## config.mk

```make
export PLATFORM = sky130hd
export DESIGN_NAME = fetch_prefetch_stage_flat
export DESIGN_NICKNAME = d
export VERILOG_FILES = /design/src/rtl/fetch_prefetch_stage_pkg.sv /design/src/rtl/fetch_prefetch_stage_if.sv /design/src/rtl/fetch_prefetch_stage_fifo.sv /design/src/rtl/fetch_prefetch_stage.sv /design/src/flat_wrapper.sv
export SDC_FILE = /design/constraint.sdc
export NUM_CORES = 1
export LEC_CHECK = 0
export ABC_CLOCK_PERIOD_IN_PS = 5440
export CORE_UTILIZATION = 56
export DETAILED_ROUTE_END_ITERATION = 16
export PLACE_DENSITY = 0.79
export SLEW_MARGIN = 20
export SYNTH_ARGS = -nofsm -noshare
export SYNTH_HDL_FRONTEND = slang
export SYNTH_SLANG_ARGS = --single-unit
```

## constraint.sdc

```tcl
create_clock -name clk -period 5.44 [get_ports clk]
set_input_delay 1.088 -clock clk [delete_from_list [all_inputs] [get_ports clk]]
set_output_delay 1.088 -clock clk [all_outputs]
set_load 0.01 [all_outputs]
```

## src/rtl/fetch_prefetch_stage_pkg.sv

```systemverilog
// Shared types and constants for the instruction-fetch stage.
package fetch_prefetch_stage_pkg;
    localparam int unsigned XLEN    = 32;
    localparam int unsigned INSTR_W = 32;
    localparam logic [INSTR_W-1:0] NOP_INSTR = 32'h0000_0013;

    function automatic logic [XLEN-1:0] align_pc(input logic [XLEN-1:0] pc);
        return pc & ~XLEN'(3);
    endfunction
endpackage

```

## src/rtl/fetch_prefetch_stage_if.sv

```systemverilog
// Instruction-memory request/response port; fetch stage is master.
interface fetch_prefetch_stage_if;
    import fetch_prefetch_stage_pkg::*;

    logic               req_valid;
    logic [XLEN-1:0]    req_addr;
    logic               req_ready;
    logic               rsp_valid;
    logic [INSTR_W-1:0] rsp_data;

    modport master (output req_valid, req_addr, input req_ready, rsp_valid, rsp_data);
    modport slave  (input req_valid, req_addr, output req_ready, rsp_valid, rsp_data);
endinterface

```

## src/rtl/fetch_prefetch_stage_fifo.sv

```systemverilog
// Small synchronous FIFO with clear; head is read combinationally.
module fetch_prefetch_stage_fifo #(
    parameter int unsigned WIDTH = 32,
    parameter int unsigned DEPTH = 4
) (
    input  logic                     clk,
    input  logic                     rst_n,
    input  logic                     push_i,
    input  logic                     pop_i,
    input  logic                     clear_i,
    input  logic [WIDTH-1:0]         din_i,
    output logic [WIDTH-1:0]         dout_o,
    output logic [$clog2(DEPTH):0]   count_o,
    output logic                     empty_o
);
    localparam int unsigned AW = $clog2(DEPTH);
    localparam int unsigned CW = AW + 1;

    logic [WIDTH-1:0] mem_q [DEPTH];
    logic [AW-1:0]    wr_ptr_q, wr_ptr_d, rd_ptr_q, rd_ptr_d;
    logic [CW-1:0]    count_q, count_d;
    logic             do_push, do_pop;

    always_comb begin
        do_push  = push_i && (count_q != CW'(DEPTH));
        do_pop   = pop_i && (count_q != '0);
        wr_ptr_d = wr_ptr_q;
        rd_ptr_d = rd_ptr_q;
        count_d  = count_q;
        if (clear_i) begin
            wr_ptr_d = '0;
            rd_ptr_d = '0;
            count_d  = '0;
        end else begin
            if (do_push) wr_ptr_d = wr_ptr_q + AW'(1);
            if (do_pop)  rd_ptr_d = rd_ptr_q + AW'(1);
            count_d = count_q + CW'(do_push) - CW'(do_pop);
        end
    end

    always_ff @(posedge clk or negedge rst_n) begin
        if (!rst_n) begin
            wr_ptr_q <= '0;
            rd_ptr_q <= '0;
            count_q  <= '0;
        end else begin
            wr_ptr_q <= wr_ptr_d;
            rd_ptr_q <= rd_ptr_d;
            count_q  <= count_d;
        end
    end

    always_ff @(posedge clk) begin
        if (do_push && !clear_i) mem_q[wr_ptr_q] <= din_i;
    end

    assign dout_o  = mem_q[rd_ptr_q];
    assign count_o = count_q;
    assign empty_o = (count_q == '0);
endmodule

```

## src/rtl/fetch_prefetch_stage.sv

```systemverilog
// Fetch stage: sequential PC generation, credit-limited imem requests, prefetch queue to decode.
module fetch_prefetch_stage
    import fetch_prefetch_stage_pkg::*;
#(
    parameter int unsigned     DEPTH    = 4,
    parameter logic [XLEN-1:0] RESET_PC = '0
) (
    input  logic                     clk,
    input  logic                     rst_n,
    fetch_prefetch_stage_if.master   imem,
    input  logic                     stall_i,
    input  logic                     flush_i,
    input  logic [XLEN-1:0]          flush_pc_i,
    output logic                     if_valid_o,
    output logic [INSTR_W-1:0]       if_instr_o,
    output logic [XLEN-1:0]          if_pc_o,
    output logic [XLEN-1:0]          if_pc_plus4_o
);
    localparam int unsigned CW  = $clog2(DEPTH) + 1;
    localparam int unsigned CRW = CW + 1;
    localparam int unsigned QW  = XLEN + INSTR_W;

    logic [XLEN-1:0] pc_q, pc_d;
    logic [CW-1:0]   discard_q, discard_d;
    logic [CW-1:0]   trk_count, q_count;
    logic [XLEN-1:0] trk_pc;
    logic [QW-1:0]   q_head;
    logic            trk_empty, q_empty;
    logic [CRW-1:0]  credits;
    logic            accept, rsp_keep, rsp_drop, pop;

    // Credits cover queued words, tracked requests and responses still owed from before a flush.
    assign credits = CRW'(q_count) + CRW'(trk_count) + CRW'(discard_q);

    assign imem.req_valid = rst_n && (credits < CRW'(DEPTH)) && !flush_i;
    assign imem.req_addr  = pc_q;
    assign accept         = imem.req_valid && imem.req_ready;

    // Older responses belong to flushed requests, so discards are consumed first.
    assign rsp_drop = imem.rsp_valid && (discard_q != '0);
    assign rsp_keep = imem.rsp_valid && (discard_q == '0) && !flush_i && !trk_empty;
    assign pop      = !q_empty && !stall_i && !flush_i;

    always_comb begin
        pc_d      = pc_q;
        discard_d = discard_q;
        if (flush_i) begin
            pc_d      = align_pc(flush_pc_i);
            discard_d = discard_q + trk_count - CW'(imem.rsp_valid);
        end else begin
            if (accept)   pc_d = pc_q + XLEN'(4);
            if (rsp_drop) discard_d = discard_q - CW'(1);
        end
    end

    always_ff @(posedge clk or negedge rst_n) begin
        if (!rst_n) begin
            pc_q      <= RESET_PC;
            discard_q <= '0;
        end else begin
            pc_q      <= pc_d;
            discard_q <= discard_d;
        end
    end

    fetch_prefetch_stage_fifo #(.WIDTH(XLEN), .DEPTH(DEPTH)) u_req_trk (
        .clk     (clk),
        .rst_n   (rst_n),
        .push_i  (accept),
        .pop_i   (rsp_keep),
        .clear_i (flush_i),
        .din_i   (pc_q),
        .dout_o  (trk_pc),
        .count_o (trk_count),
        .empty_o (trk_empty)
    );

    fetch_prefetch_stage_fifo #(.WIDTH(QW), .DEPTH(DEPTH)) u_instr_q (
        .clk     (clk),
        .rst_n   (rst_n),
        .push_i  (rsp_keep),
        .pop_i   (pop),
        .clear_i (flush_i),
        .din_i   ({trk_pc, imem.rsp_data}),
        .dout_o  (q_head),
        .count_o (q_count),
        .empty_o (q_empty)
    );

    assign if_valid_o    = !q_empty;
    assign if_instr_o    = q_empty ? NOP_INSTR : q_head[INSTR_W-1:0];
    assign if_pc_o       = q_empty ? '0 : q_head[QW-1 -: XLEN];
    assign if_pc_plus4_o = if_pc_o + XLEN'(4);
endmodule

```

## src/flat_wrapper.sv

```systemverilog
// flat-port wrapper written by rule: the top's interface ports become plain ports
module fetch_prefetch_stage_flat import fetch_prefetch_stage_pkg::*;
#(
    parameter int unsigned     DEPTH    = 4,
    parameter logic [XLEN-1:0] RESET_PC = '0
)
  (clk, rst_n, stall_i, flush_i, flush_pc_i, if_valid_o, if_instr_o, if_pc_o, if_pc_plus4_o, imem_req_valid, imem_req_addr, imem_req_ready, imem_rsp_valid, imem_rsp_data);
  fetch_prefetch_stage_if imem_i ();
  input  logic clk;
  input  logic rst_n;
  input  logic stall_i;
  input  logic flush_i;
  input  logic [XLEN-1:0] flush_pc_i;
  output logic if_valid_o;
  output logic [INSTR_W-1:0] if_instr_o;
  output logic [XLEN-1:0] if_pc_o;
  output logic [XLEN-1:0] if_pc_plus4_o;
  output wire logic [$bits(imem_i.req_valid)-1:0] imem_req_valid;
  output wire logic [$bits(imem_i.req_addr)-1:0] imem_req_addr;
  input wire logic [$bits(imem_i.req_ready)-1:0] imem_req_ready;
  input wire logic [$bits(imem_i.rsp_valid)-1:0] imem_rsp_valid;
  input wire logic [$bits(imem_i.rsp_data)-1:0] imem_rsp_data;
  assign imem_req_valid = imem_i.req_valid;
  assign imem_req_addr = imem_i.req_addr;
  assign imem_i.req_ready = imem_req_ready;
  assign imem_i.rsp_valid = imem_rsp_valid;
  assign imem_i.rsp_data = imem_rsp_data;
  fetch_prefetch_stage #(.DEPTH(DEPTH), .RESET_PC(RESET_PC)) u_core (.clk(clk), .rst_n(rst_n), .imem(imem_i), .stall_i(stall_i), .flush_i(flush_i), .flush_pc_i(flush_pc_i), .if_valid_o(if_valid_o), .if_instr_o(if_instr_o), .if_pc_o(if_pc_o), .if_pc_plus4_o(if_pc_plus4_o));
endmodule
```

Word-level counts from Yosys, hierarchy flattened
Memory sizes are Yosys's and may differ from the RTL's.
Index checks and enable logic that the tools add are counted.
Word-level totals
  bits in registers: 49
  bits in latches: 0
  bits in writable memories: 384
  ROM bits: 0
  input bits: 70
  output and inout bits: 130
  logic and storage cells: 79
  memories: 2
Memory list
  u_core.u_instr_q.mem_q: words 4, bits a word 64, read ports 1, clocked after memory_dff 0, write ports 1, line fetch_prefetch_stage_fifo.sv:19  | logic [WIDTH-1:0] mem_q [DEPTH];
  u_core.u_req_trk.mem_q: words 4, bits a word 32, read ports 1, clocked after memory_dff 0, write ports 1, line fetch_prefetch_stage_fifo.sv:19
Operators by class
  $add $sub $neg: 15
  $mul: 0
  divide/modulo/power cells: 0
  $lt $le $gt $ge: 1
  equality and inequality tests: 2
  shifts and indexed selects: 0
  muxes and demuxes: 20
  bitwise logic cells: 0
  reduce and logical (&&, ||, !) cells: 31
Operators by type and width (count)
  2-to-1 mux 32 bit: 4
  adder 32 x 3 -> 32 bit, second input constant: 2
  2-to-1 mux 2 bit: 8
  logical AND 1 bit: 15
  2-to-1 mux 3 bit: 4
  nonzero test 2 bit: 6
  logical NOT 3 bit: 3
  nonzero test 3 bit: 3
  subtractor 3 x 1 -> 3 bit: 3
  adder 2 x 1 -> 2 bit, second input constant: 4
  adder 3 x 1 -> 3 bit: 2
  != test 3 bit, second input constant: 2
  adder 3 x 3 -> 4 bit: 1
  adder 4 x 3 -> 4 bit: 1
  logical NOT 1 bit: 4
  < comparator 4 x 3 -> 1 bit, second input constant: 1
  2-to-1 mux 1 bit: 4
  adder 3 bit: 1
  subtractor 3 x 1 -> 3 bit, second input constant: 1

Depth between registers and ports, before layout
Gate-level depths: netlist of the first run.
  word-level depth: 10
  gate-level depth with buffers: 16
  mapped depth without buffers: 15

Cells and area by module
Synthesis of the first run repeated with hierarchy kept, for this count alone.
Unflattened totals
  cell total of the unflattened synthesis: 1018
  area total of the unflattened synthesis: 18179.9 um^2
By module, submodules not included
  fetch_prefetch_stage_fifo at u_core.u_instr_q: instances 1, cells an instance 382, area each 9683.0 um^2, seq. area each 7862.5 um^2
  fetch_prefetch_stage_fifo at u_core.u_req_trk: instances 1, cells an instance 216, area each 5196.2 um^2, seq. area each 4018.9 um^2
  fetch_prefetch_stage: instances 1, cells an instance 420, area each 3300.7 um^2, seq. area each 825.8 um^2

Worst setup path after synthesis of the first run
OpenSTA, ideal clock, no wires.
  path type: in2reg
  from: in flush_i
  to: mem u_core.u_instr_q.mem_q[0][0] (netlist name), enable pin
  setup time: 426 ps
  arrival time: 3698 ps
  data required time: 5014 ps
  path slack: 1315 ps
  stages on the path: 4
  buffers on the path: 1
  cell sequence: clkbuf_1 nor4b_1 a21boi_2 and2_1
On the way
  cells in the longest elaborated chain, start to end: 7
RTL lines
  start, declared: line flat_wrapper.sv:12  | input logic flush_i;
  logical NOT 1 bit (*): line fetch_prefetch_stage_fifo.sv:54, fetch_prefetch_stage.sv:41
  logical AND 1 bit (2 in series): line fetch_prefetch_stage.sv:41  | assign rsp_keep = imem.rsp_valid && (discard_q == '0) && !flush_i && !trk_empty;
  logical AND 1 bit: line fetch_prefetch_stage_fifo.sv:25  | do_push = push_i && (count_q != CW'(DEPTH));
  logical AND 1 bit (*): line fetch_prefetch_stage_fifo.sv:54  | if (do_push && !clear_i) mem_q[wr_ptr_q] <= din_i;
  2-to-1 mux 1 bit (*): line fetch_prefetch_stage_fifo.sv:54
  2-to-1 mux 1 bit (implied by the code) (*): line fetch_prefetch_stage_fifo.sv:54
  end, declared: line fetch_prefetch_stage_fifo.sv:19
Every way passes the cells marked *; elsewhere a longest branch is shown, timed or not.

Worst setup path in the final report of the first run
  from: reg u_core.u_instr_q.rd_ptr_q[0]
  to: out if_pc_plus4_o[17]
On the way
  cells in the longest elaborated chain, start to end: 3
RTL lines
  start, declared: line fetch_prefetch_stage_fifo.sv:20  | logic [AW-1:0] wr_ptr_q, wr_ptr_d, rd_ptr_q, rd_ptr_d;
  start signal, assigned: line fetch_prefetch_stage_fifo.sv:48  | rd_ptr_q <= rd_ptr_d;
  memory read (4 x 64 bit)
  2-to-1 mux 32 bit: line fetch_prefetch_stage.sv:92  | assign if_pc_o = q_empty ? '0 : q_head[QW-1 -: XLEN];
  adder 32 x 3 -> 32 bit: line fetch_prefetch_stage.sv:93  | assign if_pc_plus4_o = if_pc_o + XLEN'(4);
  end, declared: line flat_wrapper.sv:17  | output logic [XLEN-1:0] if_pc_plus4_o;
Every way passes these cells.

==> run summary, run 1 <==
Run status -> finished clean
Hpwl dp -> 23300 um
Startpoint type of the worst setup path -> flip-flop
Met3 usage -> 3.22%
Largest net degree at the start of global routing -> 63
WHS Endpoint -> u_core.u_req_trk.rd_ptr_q[0]
Gpl congestion -> 0.850
Number of global-route vias before repair -> 9889
Commonest non-fill, non-tap cell in the layout -> edfxtp_1
Drc violations -> 0
Hold Path Class -> reg2reg
Ys flop type -> edfxtp_1
Sequential Power Share -> 44.8%
Placed Instance Area -> 19900 um^2
Overall power -> 0.00851 W
Hold_buf cts -> 0
Final setup margin -> 0.441 ns
Net Sw Power -> 0.00221 W
Max_cap viols -> 0
Final WL -> 37200 um
Area Overhead vs Synth -> 21.5%
Worst r2r path cells -> 16
Ant diodes -> 0
Clock buffer depth -> 3
Number of port buffers -> 191
Peak VDD IR -> 0.245 mV
Clk pwr share -> 33.5%
Hold Violations, Final -> 0
Post-synthesis cell count -> 1002
Starting Density -> 57.1%
Yosys warning count -> 0
Final Cycle Share -> 91.9%
LEAKAGE -> 7.05 nW
Global-route wire length before repair -> 57100 um
Gr ovfl total -> 0
Crit. End Element -> output port
Ports -> 200
Hold Startpoint -> u_core.u_req_trk.rd_ptr_q[0]
Worst skew pair latency -> 0.53 ns
CP arrival -> 3.91 ns
Root Driver -> clkbuf_16
Die X -> 179 um
H-tree depth -> 2
Max Transition Viols Final -> 0
Final TNS setup -> 0 ns
Drt via density -> 6.02
Via Count -> 9874
Pint -> 0.00629 W
Number of synthesized flops with an enable pin -> 368
Switch share -> 26.0%
Critical path type -> reg2out
Number of cells on the worst hold path -> 1
# setup viols final -> 0
Post-CTS sizing -> 0
Data required time of the critical path -> 4.35 ns
DIE AREA -> 32000 um^2
RSZ-0062 raised after global routing -> no
Rel. slew slack -> 28.3%
CTS sink cnt -> 415
Register area share after synthesis -> 69.9%
Least-Margin Pin Slew -> 1.07 ns
Post-CTS Setup Inserts -> 0
M1 GR Usage -> 34.4%
Most frequent cells in the layout -> edfxtp_1, clkdlybuf4s50_1, mux4_2
Fin Clk Skew -> 0.0199 ns
Fin nets -> 1310
Logic pwr share -> 21.7%
DRT iter0 DRCs -> 978
Worst r2r dst -> u_core.u_req_trk.count_o[2]
Max frequency -> 200 MHz
Inserted Clock Buffers -> 41
Reg clk slew, reported paths -> 0.06 ns
First-pass DRT Iterations -> 7
R2r setup slk -> 1.17 ns
Rows -> 64
Antenna Nets Post-Route -> 0
Avg Inst Size Synth -> 17.5 um^2
Finished layout cell area -> 21300 um^2
Max FO, Critical Path -> 23
Unique masters post-synth -> 54
Layout cells sized above 1 -> 14.8%
Netlist Area Pre-Place -> 17500 um^2
GRT Overall Usage -> 24.1%
GR peak layer -> met2
Initial antenna violation count -> 0
Core Region -> 30700 um^2
Number of synthesized register bits -> 415
PD cells -> 400 nW/um^2
Drt wl/cell -> 22.7 um
Clock tree from TritonCTS -> built
Ys async rst share -> 11.3%
Die height -> 179 um
Worst slack at placement -> 0.955 ns
Met2 Use GR -> 40.0%
Fin crit period -> 5.00 ns
FF-to-FF Start -> u_core.u_instr_q.count_o[1]
-- state kept, by name, summed over array words and instances, names as in the netlist --
signal / flops
u_core.u_req_trk.mem_q: 120
u_core.imem.req_addr: 30
u_core.u_req_trk.wr_ptr_q: 2
u_core.u_req_trk.count_o: 3
u_core.discard_q: 3
u_core.u_instr_q.mem_q: 248
u_core.u_instr_q.wr_ptr_q: 2
u_core.u_req_trk.rd_ptr_q: 2
u_core.u_instr_q.rd_ptr_q: 2
u_core.u_instr_q.count_o: 3
-- power by group through the flow --
stage / clock network (W) / registers [W] / logic [W]
2_1_floorplan: 0 / 0.00381 / 0.00108
3_3_place_gp: 0 / 0.00386 / 0.00182
3_5_place_dp: 0 / 0.00388 / 0.00185
4_1_cts: 0.00288 / 0.00381 / 0.00187
5_1_grt: 0.00300 / 0.00383 / 0.00200
6_report: 0.00285 / 0.00381 / 0.00185
-- cell usage after synthesis (all sizes together), types with 3 or more instances --
cell type | n | area, um^2
edfxtp | 368 | 11100
mux4 | 94 | 2180
nand2 | 64 | 257
and2 | 59 | 369
dfrtp | 47 | 1180
inv | 36 | 135
nor2 | 34 | 128
xnor2 | 33 | 289
nand3 | 27 | 135
buf | 25 | 155
clkbuf | 25 | 93.8
nand4 | 24 | 150
o21ai | 21 | 105
ha | 20 | 250
nor3 | 14 | 75.1
a21oi | 11 | 58.8
o311ai | 11 | 96.3
o211ai | 10 | 75.1
a31oi | 8 | 50.1
nor4 | 8 | 95.1
xor2 | 8 | 70.1
fa | 6 | 120
a221o | 5 | 50.1
and3 | 5 | 31.3
mux2i | 5 | 50.1
or3 | 5 | 31.3
nor2b | 4 | 25.0
or2 | 4 | 25.0
or4 | 3 | 22.5
-- per-layer routing --
metal	routed length, um	share of wire (%)
met1	15700	42
met2	18200	49
met3	2530	6.8
met4	683	1.8
met5	0	0
-- critical path, cell delays in order, from the launching register on --
cell	delay (ns)
dfrtp_4	0.72
buf_4	0.45
mux4_2	0.32
nand4_1	0.19
nor4_4	0.73
nand4_1	0.21
xnor2_1	0.20
clkdlybuf4s50_1	0.56
-- worst max-delay path by stage --
stage / startpoint / end / slack, ns / depth (start not counted)
6_report: u_core.u_instr_q.rd_ptr_q[0] / if_pc_plus4_o[17] / 0.44 / 7
3_5_place_dp: u_core.u_instr_q.rd_ptr_q[0] / if_pc_plus4_o[28] / 0.95 / 7
3_3_place_gp: u_core.u_instr_q.rd_ptr_q[0] / if_pc_plus4_o[18] / 0.98 / 8
5_1_grt: u_core.u_instr_q.rd_ptr_q[0] / if_pc_plus4_o[28] / 0.16 / 7
4_1_cts: u_core.u_instr_q.rd_ptr_q[0] / if_pc_plus4_o[28] / 0.39 / 7
2_1_floorplan: flush_i / u_core.u_instr_q.mem_q[0][0] / 1.32 / 4
-- metrics by stage --
stage               std cells  utilization (%)  hold slack (ns)
global placement         1567             64.9            0.507
finish                   1641             69.3            0.522
floorplan                1007                -            0.478
global route             1641             69.3            0.551
detailed placement       1567             64.9            0.515
CTS                      1641             69.3            0.527
-- kinds of logic (layout without fill, tap and decap cells) --
group	Yosys count	in the layout	share of synthesized area (%)
compound gates	73	73	2.84
xor+xnor	41	41	2.05
fa+ha+maj	26	26	2.12
buf+inv	87	325	2.22
flops	415	415	69.9
mux	99	99	12.7
other cells	1	6	0.0214
simple gates	260	260	8.15
-- layout make-up --
class                           count  area, um^2
Clock inverter                     22         241
Timing Repair Buffer              214        2120
Tap cell                          396         495
Inverter                           37         139
Clock buffer                       52        1120
Fill cell                        1937        9410
Multi-Input combinational cell    505        4910
Sequential cell                   415       12200
No activity file was read; power rests on OpenSTA's default activity.
==> run 2: changes to the inputs <==
Settings changed: CORE_UTILIZATION 56 to 40, PLACE_DENSITY 0.79 to 0.59, SKIP_LAST_GASP from default to 1.
==> run summary, run 2 (synthesis gave the netlist of run 1 again) <==
Run status -> finished clean
Hpwl dp -> 24000 um
LEAKAGE -> 7.10 nW
Die height -> 211 um
Global-route wire length before repair -> 58300 um
Critical path type -> reg2out
Rel. slew slack -> 31.5%
PD cells -> 401 nW/um^2
Max reg flops -> 248
Placed cells -> 1758
Hold Violations, Final -> 0
R2r setup slk -> 1.22 ns
Starting Density -> 40.6%
Critical path depth in cells -> 8
RSZ-0062 raised after global routing -> no
CP bufs+invs -> 1
Gpl congestion -> 0.835
Startpoint type of the worst setup path -> flip-flop
Final setup margin -> 0.440 ns
Final Cycle Share -> 91.9%
Antenna Nets Post-Route -> 0
Worst slack at placement -> 0.955 ns
Largest Register -> u_core.u_instr_q.mem_q
Least-Margin Pin Slew -> 1.02 ns
Max_cap viols -> 0
H-tree depth -> 2
Drt wl/cell -> 20.5 um
Crit path cell chain -> mux4_2 > and2_1 > ha_1 > nand4_1 > nor4_4 > nand4_1 > xnor2_1 > clkdlybuf4s50_1
Worst r2r dst -> u_core.u_req_trk.count_o[2]
Placed Instance Area -> 20200 um^2
Critical path origin -> u_core.u_instr_q.rd_ptr_q[0]
Final WL -> 37800 um
Clock buffer depth -> 3
Rows -> 76
CP Capture Point -> if_pc_plus4_o[26]
Die X -> 211 um
CP arrival -> 3.91 ns
DRT iter0 DRCs -> 636
Post-Layout Cell Count -> 1839
First-pass DRT Iterations -> 4
Ant diodes -> 0
Clock tree from TritonCTS -> built
Fin Clk Skew -> 0.0153 ns
Post-CTS sizing -> 0
Hold Path Class -> reg2reg
Data required time of the critical path -> 4.35 ns
Largest net degree at the start of global routing -> 63
Inserted Clock Buffers -> 44
Post-CTS Setup Inserts -> 0
Commonest non-fill, non-tap cell in the layout -> edfxtp_1
Max FO, Critical Path -> 14
Max frequency -> 200 MHz
Fin nets -> 1315
Gr ovfl total -> 0
DIE AREA -> 44600 um^2
Peak VDD IR -> 0.208 mV
Hold_buf cts -> 0
Core Region -> 43100 um^2
Drt via density -> 5.24
CTS sink cnt -> 415
Number of port buffers -> 191
Fin crit period -> 5.00 ns
Via Count -> 9630
Worst skew pair latency -> 0.56 ns
Max Transition Viols Final -> 0
Area Overhead vs Synth -> 23.4%
Root Driver -> clkbuf_16
Reg clk slew, reported paths -> 0.06 ns
Number of global-route vias before repair -> 9810
Crit path top cell by count -> nand4_1
Final TNS setup -> 0 ns
Worst r2r path cells -> 16
Crit. End Element -> output port
GRT Overall Usage -> 17.3%
FF-to-FF Start -> u_core.u_instr_q.count_o[1]
Drc violations -> 0
Largest delay share family, worst path -> simple AND/OR/NAND/NOR gates
# setup viols final -> 0
Layout cells sized above 1 -> 15.0%
Finished layout cell area -> 21600 um^2
CP peak stage delay -> 0.61 ns
Ports -> 200
Initial antenna violation count -> 0
Most frequent cells in the layout -> edfxtp_1, clkdlybuf4s50_1, mux4_2
CP max stage cell -> dfrtp_4
## run 2: per-layer routing
metal  track usage, %  share of wire, %  vias to the layer above
met5                0                 0                        -
met4             4.47               1.3                        0
met3             3.39               5.6                       38
met2             27.2                46                      273
met1             24.7                47                     4941
li1                 -                 -                     4378
## run 2: worst reg2reg max path, delay by kind of cell (launching register included)
kind,cells,cell delay (ns)
flip-flops,1,0.41
adder cells (fa/ha/maj),5,1.63
AND/OR/NAND/NOR,3,0.88
AO/OA/AOI/OAI,1,0.30
buffers and inverters,5,0.56
XOR/XNOR,2,0.35
## run 2: report_power, final
| group | internal (W) | total, W | switching [W] | leakage (nW) |
|---|---|---|---|---|
| clock | 0.00177 | 0.00296 | 0.00119 | 0.701 |
| sequential | 0.00364 | 0.00381 | 0.000169 | 3.90 |
| combinational | 0.000966 | 0.00189 | 0.000919 | 2.50 |
| total | 0.00637 | 0.00865 | 0.00228 | 7.10 |
## run 2: how the worst min path moves through the flow
| stage | startpoint | to | slack, ns | depth (start not counted) |
|---|---|---|---|---|
| finish | u_core.discard_q[2] | u_core.discard_q[2] | 0.53 | 1 |
| global route | u_core.discard_q[2] | u_core.discard_q[2] | 0.57 | 1 |
| CTS | u_core.discard_q[2] | u_core.discard_q[2] | 0.53 | 1 |
| detailed placement | u_core.discard_q[2] | u_core.discard_q[2] | 0.52 | 1 |
| global placement | u_core.discard_q[2] | u_core.discard_q[2] | 0.52 | 1 |
| floorplan | u_core.discard_q[2] | u_core.discard_q[2] | 0.48 | 1 |
## run 2: layout make-up
type | instances | area, um^2
clock buffers | 60 | 1220
flip-flops and latches | 415 | 12200
fillers | 3585 | 21500
multi-input cells | 505 | 4910
clock inverters | 21 | 210
inverters | 37 | 139
repair buffers | 216 | 2140
well taps | 585 | 732
## run 2: per-stage QoR
stage	utilization [%]	hold slack (ns)	power [W]
after detailed placement	46.8	0.524	0.00578
after global placement	46.8	0.521	0.00577
after global routing	50.1	0.567	0.00905
after floorplan	-	0.478	0.00488
final	50.1	0.528	0.00865
after CTS	50.1	0.535	0.00877
==> run 3: changes to the inputs <==
Settings changed: CORE_UTILIZATION 40 to 25, PLACE_DENSITY 0.59 to 0.41.
==> run summary, run 3 (synthesis gave the netlist of run 1 again) <==
Via Count -> 9570
Largest net degree at the start of global routing -> 48
Initial antenna violation count -> 0
Post-CTS sizing -> 0
Most frequent cells in the layout -> edfxtp_1, clkdlybuf4s50_1, mux4_2
Rel. slew slack -> 43.1%
Crit. End Element -> output port
Hpwl dp -> 29000 um
PD cells -> 397 nW/um^2
Hold Violations, Final -> 0
Fill count -> 6779
Die X -> 267 um
Max frequency -> 197 MHz
Area Overhead vs Synth -> 26.4%
Post-CTS Setup Inserts -> 0
Worst skew pair latency -> 0.58 ns
CTS sink cnt -> 415
Critical path type -> reg2out
Least-Margin Pin Slew -> 0.854 ns
Max Transition Viols Final -> 0
H-tree depth -> 2
Clock tree from TritonCTS -> built
Die height -> 267 um
RSZ-0062 raised after global routing -> no
Number of port buffers -> 191
Final TNS setup -> 0 ns
Reg clk slew, reported paths -> 0.06 ns
DRT iter0 DRCs -> 511
DIE AREA -> 71100 um^2
Drc violations -> 0
Utilization after layout -> 32.1%
Register Area -> 12200 um^2
Crit path top cell by count -> nand4_1
Gpl congestion -> 0.720
Startpoint type of the worst setup path -> flip-flop
Commonest non-fill, non-tap cell in the layout -> edfxtp_1
Hold_buf cts -> 0
Largest Register -> u_core.u_instr_q.mem_q
Hold Path Class -> reg2reg
Min Hold Slack -> 0.527 ns
Logic pwr share -> 21.9%
Data required time of the critical path -> 4.35 ns
Overall power -> 0.00877 W
Net Sw Power -> 0.00242 W
Crit path cell chain -> buf_4 > mux4_2 > nand4_1 > nor4_4 > nand4_1 > xnor2_1 > clkdlybuf4s50_1
Drt wl/cell -> 19.9 um
Fin Clk Skew -> 0.0188 ns
Max_cap viols -> 0
Sequential Power Share -> 43.7%
Drt via density -> 4.35
CP peak stage delay -> 0.76 ns
CP arrival -> 3.99 ns
Pint -> 0.00635 W
Inserted Clock Buffers -> 48
Starting Density -> 25.4%
Number of global-route vias before repair -> 10100
Run status -> finished clean
Footprint of the multi-input gates -> 4910 um^2
Antenna Nets Post-Route -> 0
First-pass DRT Iterations -> 5
Gr ovfl total -> 0
Final Cycle Share -> 93.3%
LEAKAGE -> 7.14 nW
Layout cells sized above 1 -> 15.5%
Clock buffer depth -> 3
GRT Overall Usage -> 12.4%
Peak VDD IR -> 0.220 mV
Ports -> 200
CP max stage cell -> dfrtp_4
Max reg flops -> 248
Max FO, Critical Path -> 24
Clk pwr share -> 34.5%
Fin crit period -> 5.08 ns
Final WL -> 43700 um
Fin nets -> 1324
Root Driver -> clkbuf_16
Switch share -> 27.6%
Core Region -> 68900 um^2
# setup viols final -> 0
Global-route wire length before repair -> 65600 um
Rows -> 96
run 3: through the flow:
stage	worst slack [ns]	cells	instance area (um^2)
detailed placement	0.806	2109	20600
floorplan	1.32	1007	17500
CTS	0.180	2198	22100
global route	0.0385	2198	22100
finish	0.365	2200	22100
global placement	0.802	2109	20600
run 3: final cells by class:
type	instances	area share [%]
clock inverter	25	0.877
antenna	2	0.0226
tap	931	5.27
sequential	415	55.3
inverter	37	0.628
multi-input combinational	505	22.2
clock buffer	64	5.75
timing repair buffer	221	9.90
run 3: path summary, 6_finish.rpt:
check,startpoint,end,slack (ns),cells past startpoint
worst max-delay path,u_core.u_instr_q.rd_ptr_q[0],if_pc_plus4_o[27],0.36,7
worst min-delay path,u_core.discard_q[2],u_core.discard_q[2],0.53,1
worst max register to register,u_core.u_instr_q.count_o[1],u_core.u_req_trk.count_o[2],1.32,15
worst min register to register,u_core.discard_q[2],u_core.discard_q[2],0.53,1
max in group asynchronous,rst_n,u_core.u_instr_q.rd_ptr_q[0],4.15,2
min in group asynchronous,rst_n,u_core.imem.req_addr[20],0.75,2
run 3: metal layers:
metal,GRT usage [%],wire length (um),up-vias
met5,0,0,-
met4,3.79,955,0
met3,2.42,2080,61
met2,19.7,20000,256
met1,17.0,20600,4845
li1,-,-,4408
run 3: power by group through the flow:
stage	clock network, W	registers, W	logic, W
final	0.00302	0.00383	0.00192
after global routing	0.00324	0.00386	0.00210
after CTS	0.00313	0.00384	0.00197
after detailed placement	0	0.00390	0.00196
after global placement	0	0.00389	0.00195
after floorplan	0	0.00381	0.00108
run 3: critical path: cells and delay by family (launching register included):
family	cells	cell delay [ns]
multiplexers	1	0.31
AND/OR/NAND/NOR	3	1.07
XOR/XNOR	1	0.18
buffers and inverters	2	1.08
flip-flops	1	0.76
